--- config.mk ---
export PLATFORM = sky130hd
export DESIGN_NAME = mux4_rr_arbiter
export DESIGN_NICKNAME = d
export VERILOG_FILES = /design/src/rtl/mux4_rr_arbiter.sv
export SDC_FILE = /design/constraint.sdc
export NUM_CORES = 1
export LEC_CHECK = 0
export CAP_MARGIN = 30
export CELL_PAD_IN_SITES_DETAIL_PLACEMENT = 1
export CELL_PAD_IN_SITES_GLOBAL_PLACEMENT = 1
export CORE_UTILIZATION = 35
export DETAILED_ROUTE_END_ITERATION = 8
export PLACE_DENSITY_LB_ADDON = 0.1
export SLEW_MARGIN = 20
export SYNTH_ARGS = -nofsm -noshare
export SYNTH_HDL_FRONTEND = slang
export SYNTH_SLANG_ARGS = --single-unit
export TNS_END_PERCENT = 100
--- constraint.sdc ---
create_clock -name clk -period 1.94 [get_ports clk]
set_clock_uncertainty 0.2 [all_clocks]
set_input_delay 0.388 -clock clk [delete_from_list [all_inputs] [get_ports clk]]
set_output_delay 0.388 -clock clk [all_outputs]
set_load 0.01 [all_outputs]
--- src/rtl/mux4_rr_arbiter.sv ---
// Round-robin arbiter driving the select lines of a shared 4:1 mux.
// The owner-release input is named release_grant because "release" is a reserved word.
module mux4_rr_arbiter #(
    parameter int unsigned MAX_HOLD = 8,
    parameter int unsigned CNT_W    = 8
) (
    input  logic       clk,
    input  logic       rst_n,
    input  logic [3:0] req,
    input  logic       release_grant,
    output logic [3:0] gnt,
    output logic       s0,
    output logic       s1,
    output logic       busy,
    output logic       timeout
);

    localparam logic ST_IDLE  = 1'b0;
    localparam logic ST_GRANT = 1'b1;

    localparam logic [CNT_W-1:0] HOLD_LAST = CNT_W'(MAX_HOLD - 1);

    logic             state, state_nxt;
    logic [1:0]       last, last_nxt;
    logic [CNT_W-1:0] hold_cnt, hold_cnt_nxt;
    logic [3:0]       gnt_nxt;
    logic [1:0]       sel, sel_nxt;
    logic             busy_nxt;
    logic             timeout_nxt;

    logic             pick_found;
    logic [1:0]       pick_idx;
    logic [1:0]       cand;
    logic             expire;
    logic             owner_req;
    logic             grant_end;

    // State and registered outputs
    always_ff @(posedge clk) begin
        if (!rst_n) begin
            state    <= ST_IDLE;
            last     <= 2'd3;
            hold_cnt <= '0;
            gnt      <= 4'b0000;
            sel      <= 2'd0;
            busy     <= 1'b0;
            timeout  <= 1'b0;
        end else begin
            state    <= state_nxt;
            last     <= last_nxt;
            hold_cnt <= hold_cnt_nxt;
            gnt      <= gnt_nxt;
            sel      <= sel_nxt;
            busy     <= busy_nxt;
            timeout  <= timeout_nxt;
        end
    end

    // Round-robin search from last+1 wrapping to last; the current owner is
    // therefore only chosen again when it is the sole requester.
    always_comb begin
        pick_found = 1'b0;
        pick_idx   = last;
        cand       = last;
        for (int k = 1; k <= 4; k++) begin
            cand = last + 2'(k);
            if (!pick_found && req[cand]) begin
                pick_found = 1'b1;
                pick_idx   = cand;
            end
        end
    end

    // Next-state and output logic; in GRANT, last always holds the owner index
    always_comb begin
        state_nxt    = state;
        last_nxt     = last;
        hold_cnt_nxt = hold_cnt;
        gnt_nxt      = gnt;
        sel_nxt      = sel;
        busy_nxt     = busy;
        timeout_nxt  = 1'b0;
        owner_req    = req[last];
        expire       = (hold_cnt == HOLD_LAST);
        grant_end    = release_grant || !owner_req || expire;

        case (state)
            ST_IDLE: begin
                if (pick_found) begin
                    state_nxt    = ST_GRANT;
                    last_nxt     = pick_idx;
                    hold_cnt_nxt = '0;
                    gnt_nxt      = 4'b0001 << pick_idx;
                    sel_nxt      = pick_idx;
                    busy_nxt     = 1'b1;
                end
            end
            ST_GRANT: begin
                if (!grant_end) begin
                    hold_cnt_nxt = hold_cnt + CNT_W'(1);
                end else if (pick_found) begin
                    last_nxt     = pick_idx;
                    hold_cnt_nxt = '0;
                    gnt_nxt      = 4'b0001 << pick_idx;
                    sel_nxt      = pick_idx;
                    busy_nxt     = 1'b1;
                    timeout_nxt  = expire && !release_grant && owner_req;
                end else begin
                    // Select lines keep the last index so the mux output stays stable
                    state_nxt    = ST_IDLE;
                    hold_cnt_nxt = '0;
                    gnt_nxt      = 4'b0000;
                    busy_nxt     = 1'b0;
                end
            end
            default: begin
                state_nxt = ST_IDLE;
            end
        endcase
    end

    assign s0 = sel[0];
    assign s1 = sel[1];

endmodule

After elaboration in Yosys (flattened, before gate mapping):

Cells that the tools add are included.

* input port bits: 7
* bits in registers: 19
* logic and storage cells: 69

* magnitude comparators: 4
* reductions and logical operators: 14
* equality and inequality tests: 3
* bitwise gates (word level): 1
* add/subtract/negate cells: 4
* muxes and demuxes: 35
* shift-type cells: 1

Operator list (count)
* two-way mux 2 bit: 8
* two-way mux 8 bit: 2
* case mux 8 bit (2 select lines): 1
* less-than comparator 2 x 3 -> 1 bit, second input constant: 4
* two-way mux 1 bit: 12
* two-way mux 4 bit: 3
* adder 8 x 1 -> 8 bit, second input constant: 1
* binary-select mux 1 bit (select 2 bit): 4
* == test 8 x 3 -> 1 bit, second input constant: 1
* case mux 2 bit (2 select lines): 2
* case mux 4 bit (2 select lines): 1
* logical AND 1 bit: 5
* logical NOT 1 bit: 5
* adder 2 bit, second input constant: 2
* case mux 1 bit (2 select lines): 2
* AND reduction 4 bit: 1
* << shifter 1 x 2 -> 4 bit, first input constant: 1
* adder 2 x 1 -> 2 bit, second input constant: 1
* logical OR 1 bit: 2
* inequality test 2 x 1 -> 1 bit, second input constant: 1
* inequality test 2 bit, second input constant: 1
* AND reduction 2 bit: 1
* inverter 1 bit: 1

Logic depth before layout (Yosys ltp):

* depth after elaboration: 17
* mapped depth: 5
* gate-level depth less buffers: 5

Worst setup path before layout:

No wires, ideal clock.

* path type: input-to-reg
* from: input release_grant
* to: register hold_cnt[2]
* path buffers: 0
* required time: 1.664 ns
* slack: 0.060 ns
* setup time: 0.076 ns
* stages: 4
* data arrival time: 1.604 ns
* cells stage by stage: or3b_1 -> o22a_1 -> or4b_1 -> a31oi_1

* longest elaborated chain between the ends: 4

RTL lines
* from (decl): line 10 `input logic release_grant,`
* logical OR 1 bit (2 in a row): line 85 `grant_end = release_grant || !owner_req || expire;`
* two-way mux 8 bit: line 99 `if (!grant_end) begin`
* case mux 8 bit (2 select lines): line 87 `case (state)`
* to (signal assigned): line 51 `hold_cnt <= hold_cnt_nxt;`
* to (decl): line 25 `logic [CNT_W-1:0] hold_cnt, hold_cnt_nxt;`

No other way between the ends.
A chain may end at the register's enable or synchronous reset.

Worst setup path after layout:

* from: input req[3]
* to: register gnt[0]

* longest elaborated chain between the ends: 16

RTL lines
* from (decl): line 9 `input logic [3:0] req,`
* binary-select mux 1 bit (select 2 bit): line 67 `if (!pick_found && req[cand]) begin`
* two-way mux 1 bit (implied by the code): line 67
* two-way mux 1 bit: line 67
* logical NOT 1 bit: line 67
* logical AND 1 bit: line 67
* two-way mux 1 bit: line 67
* logical NOT 1 bit: line 67
* logical AND 1 bit: line 67
* two-way mux 1 bit: line 67
* logical NOT 1 bit: line 67
* logical AND 1 bit: line 67
* two-way mux 2 bit: line 67
* << shifter 1 x 2 -> 4 bit: line 93, 104
* two-way mux 4 bit: line 101 `end else if (pick_found) begin`
* two-way mux 4 bit: line 99
* case mux 4 bit (2 select lines): line 87
* to (signal assigned): line 52 `gnt <= gnt_nxt;`
* to (decl): line 11 `output logic [3:0] gnt,`

Several ways; a longest one is shown, not always the timed one. The select of a mux whose other input is x is not followed.

==> impl_metrics.ini <==
[synthesis]
netlist.area_leader.share = 0.4037
ys_warn_count = 0
yosysMostFrequentCell = dfxtp_1
yosysTopAreaCell = dfxtp_1
synth-seq-cells = 19
netlist_area_um2 = 942.2
synth.distinct_cells = 40
synth_edf_count = 0
synth_ff_type = dfxtp_1
synth_fp_nets = 116
syn_inst = 108
ys_async_sr_fraction = 0
synthTopCellsByArea = dfxtp_1, nand2_1, mux2i_1
synth.avg_cell_area_um2 = 8.724
synth-seq-area-share = 0.4037
synth_top_cells_by_count = dfxtp_1, nand2_1, nor2_1, nor3_1

[placement]
dpl_worst_slack_ns = -0.4714
port_buffers = 14
gp_congestion = 0.8041
hpwl_um = 2219

[die]
die_w_um = 53.89
initial_core_util = 0.3769
die_y_um = 53.89
rows = 18
die_area_mm2 = 0.002904
pin_count = 15
core_area_mm2 = 0.002500

[grt]
grt_pass1_wl_um = 4567
grt_max_degree = 11
grtUsageMet3 = 0.02542
grtUsageTotal = 0.2213
grtUsageMet1 = 0.2504
top_usage_layer = met2
grt-ovfl-total = 0
use_met2 = 0.4136
antenna_found_initial = 0
grt_pass1_vias = 1027

[power_and_ir_drop]
swShare = 0.2913
peakVddDrop_v = 0.0004590
leakagePower_nw = 0.5511
seqPwrFrac = 0.478
p_clk_frac = 0.222
finalPower_mw = 0.9169
p_comb_frac = 0.300
power_density_mw_per_mm2 = 642.3
switchingPower_mw = 0.2671
p_int_mw = 0.6498

[cts]
root_buffer = clkbuf_4
htreeDepth = 1
cts.sinks = 19
post-cts-setup-buffers = 0
clk_latency_ns = 0.30
ctsHoldBuffers = 0
cts_buffer_depth = 2
cts_buffers = 3
cts_tree = yes
clk_pin_slew_worst_paths_ns = 0.10

[finish]
finalNetCount = 162
final_util = 0.5711
antenna_cells = 0
drive_gt1_frac = 0.3203
syn_to_final_growth_pct = 51.53

[timing]
rsz0062_at_grt = true
layout_setup_ws_ns = 0.0009321
tns_ns = 0
setup-violations-final = 0
slew_headroom = 0.7380
period_needed_ns = 1.939
max_freq_mhz = 515.7
post-route-period-util = 0.9995
tightest_slew_ns = 0.3903
finalHoldViolCount = 0
slew_viol_final = 0

[worst_setup_path]
start_kind = input pin
end_kind = flip-flop
arrival_ns = 1.94
path_max_fanout = 4
critical_path_required_ns = 1.94
critPathKind = in2reg

[routing]
drtIter0Drc = 8
vias = 1023
wire_per_inst_um = 15.77
drt_drc_violations_left = 0
final_antenna_net_count = 0
drt_wl_total_um = 2886
avgViaCountPerCell = 5.590
firstDrtPassIters = 4

[run]
maxCapViolCount = 0

[outcome]
status = completed

[min_path]
min_path_type = reg2reg
metrics by stage:
stage | area (µm²) | std cells | hold slack, ns
finish | 1428 | 183 | 0.2695
global route | 1428 | 183 | 0.3022
CTS | 1366 | 183 | 0.2742
detailed placement | 1329 | 179 | 0.2483
global placement | 1329 | 179 | 0.2342
floorplan | 942.2 | 108 | 0.2647
cells in the final DEF, fill, tap and decap left out, drive strengths merged, types with 2 or more instances in the layout:
cell           instances
buf                   29
nand3b                 3
clkdlybuf4s50         11
dlygate4sd2            3
a22o                   2
nand3                  4
a32o                   2
clkbuf                 4
o21ai                  4
nor2                   5
inv                    4
nand2b                 2
a31oi                  4
nand2                 13
or4                    2
a21oi                  4
a32oi                  2
or3                    2
dfxtp                 19
a211oi                 3
nor4                   2
xor2                   2
a21o                   2
mux2i                  4
nor3                   5
routing by layer:
metal	part of all wire	vias up	routed length, µm
met5	0	-	0
met4	0.013	0	37
met3	0.026	5	76
met2	0.53	16	1537
met1	0.43	502	1235
li1	-	500	-
state kept, by name, indices dropped and copies added (netlist names):
name	cells
hold_cnt	8
gnt	4
last	2
sel	2
busy	1
state	1
timeout	1
cell families (layout without fill, tap and decap cells):
kind of cell,Yosys count,in the layout,synth area share
AO/OA/AOI/OAI,30,30,0.2324
XOR/XNOR,2,2,0.01860
adder cells (fa/ha/maj),1,1,0.01328
buffers and inverters,7,52,0.02920
flip-flops,19,19,0.4037
multiplexers,4,4,0.04250
AND/OR/NAND/NOR,45,45,0.2603
power groups by stage:
stage	logic, mW	registers [mW]	clock network, mW
CTS	0.270	0.438	0.212
global route	0.296	0.442	0.223
global placement	0.257	0.444	0
detailed placement	0.266	0.447	0
floorplan	0.104	0.453	0
finish	0.275	0.438	0.204
worst paths after layout:
check / from / to / slack (ns) / cells after the start
worst max-delay path: req[3] / gnt[0]$_SDFFE_PN0P_ / 0.0009 / 6
worst max register to register: state$_SDFF_PN0_ / hold_cnt[2]$_SDFFE_PN0P_ / 0.07 / 4
worst min register to register: busy$_SDFFE_PN0P_ / busy$_SDFFE_PN0P_ / 0.27 / 1
worst min-delay path: busy$_SDFFE_PN0P_ / busy$_SDFFE_PN0P_ / 0.27 / 1
what timing repair did:
item                       in CTS  in global routing
gates resized for setup         7                 14
setup endpoints to repair      15                 15
pin swaps                       3                  6
worst max-delay path, stage by stage:
cell and delay [ns]:
clkdlybuf4s50_1 0.45, or4_4 0.60, nand2_2 0.12, a211oi_1 0.06, buf_4 0.15, a22o_1 0.17
layout make-up:
cell class | instances | area, µm²
Fill cell | 310 | 1072
Multi-Input combinational cell | 82 | 609.3
Sequential cell | 19 | 381.6
Timing Repair Buffer | 43 | 354.1
Tap cell | 30 | 37.54
Clock buffer | 4 | 26.28
Inverter | 5 | 18.77
Power figures use the tool's default switching activity.
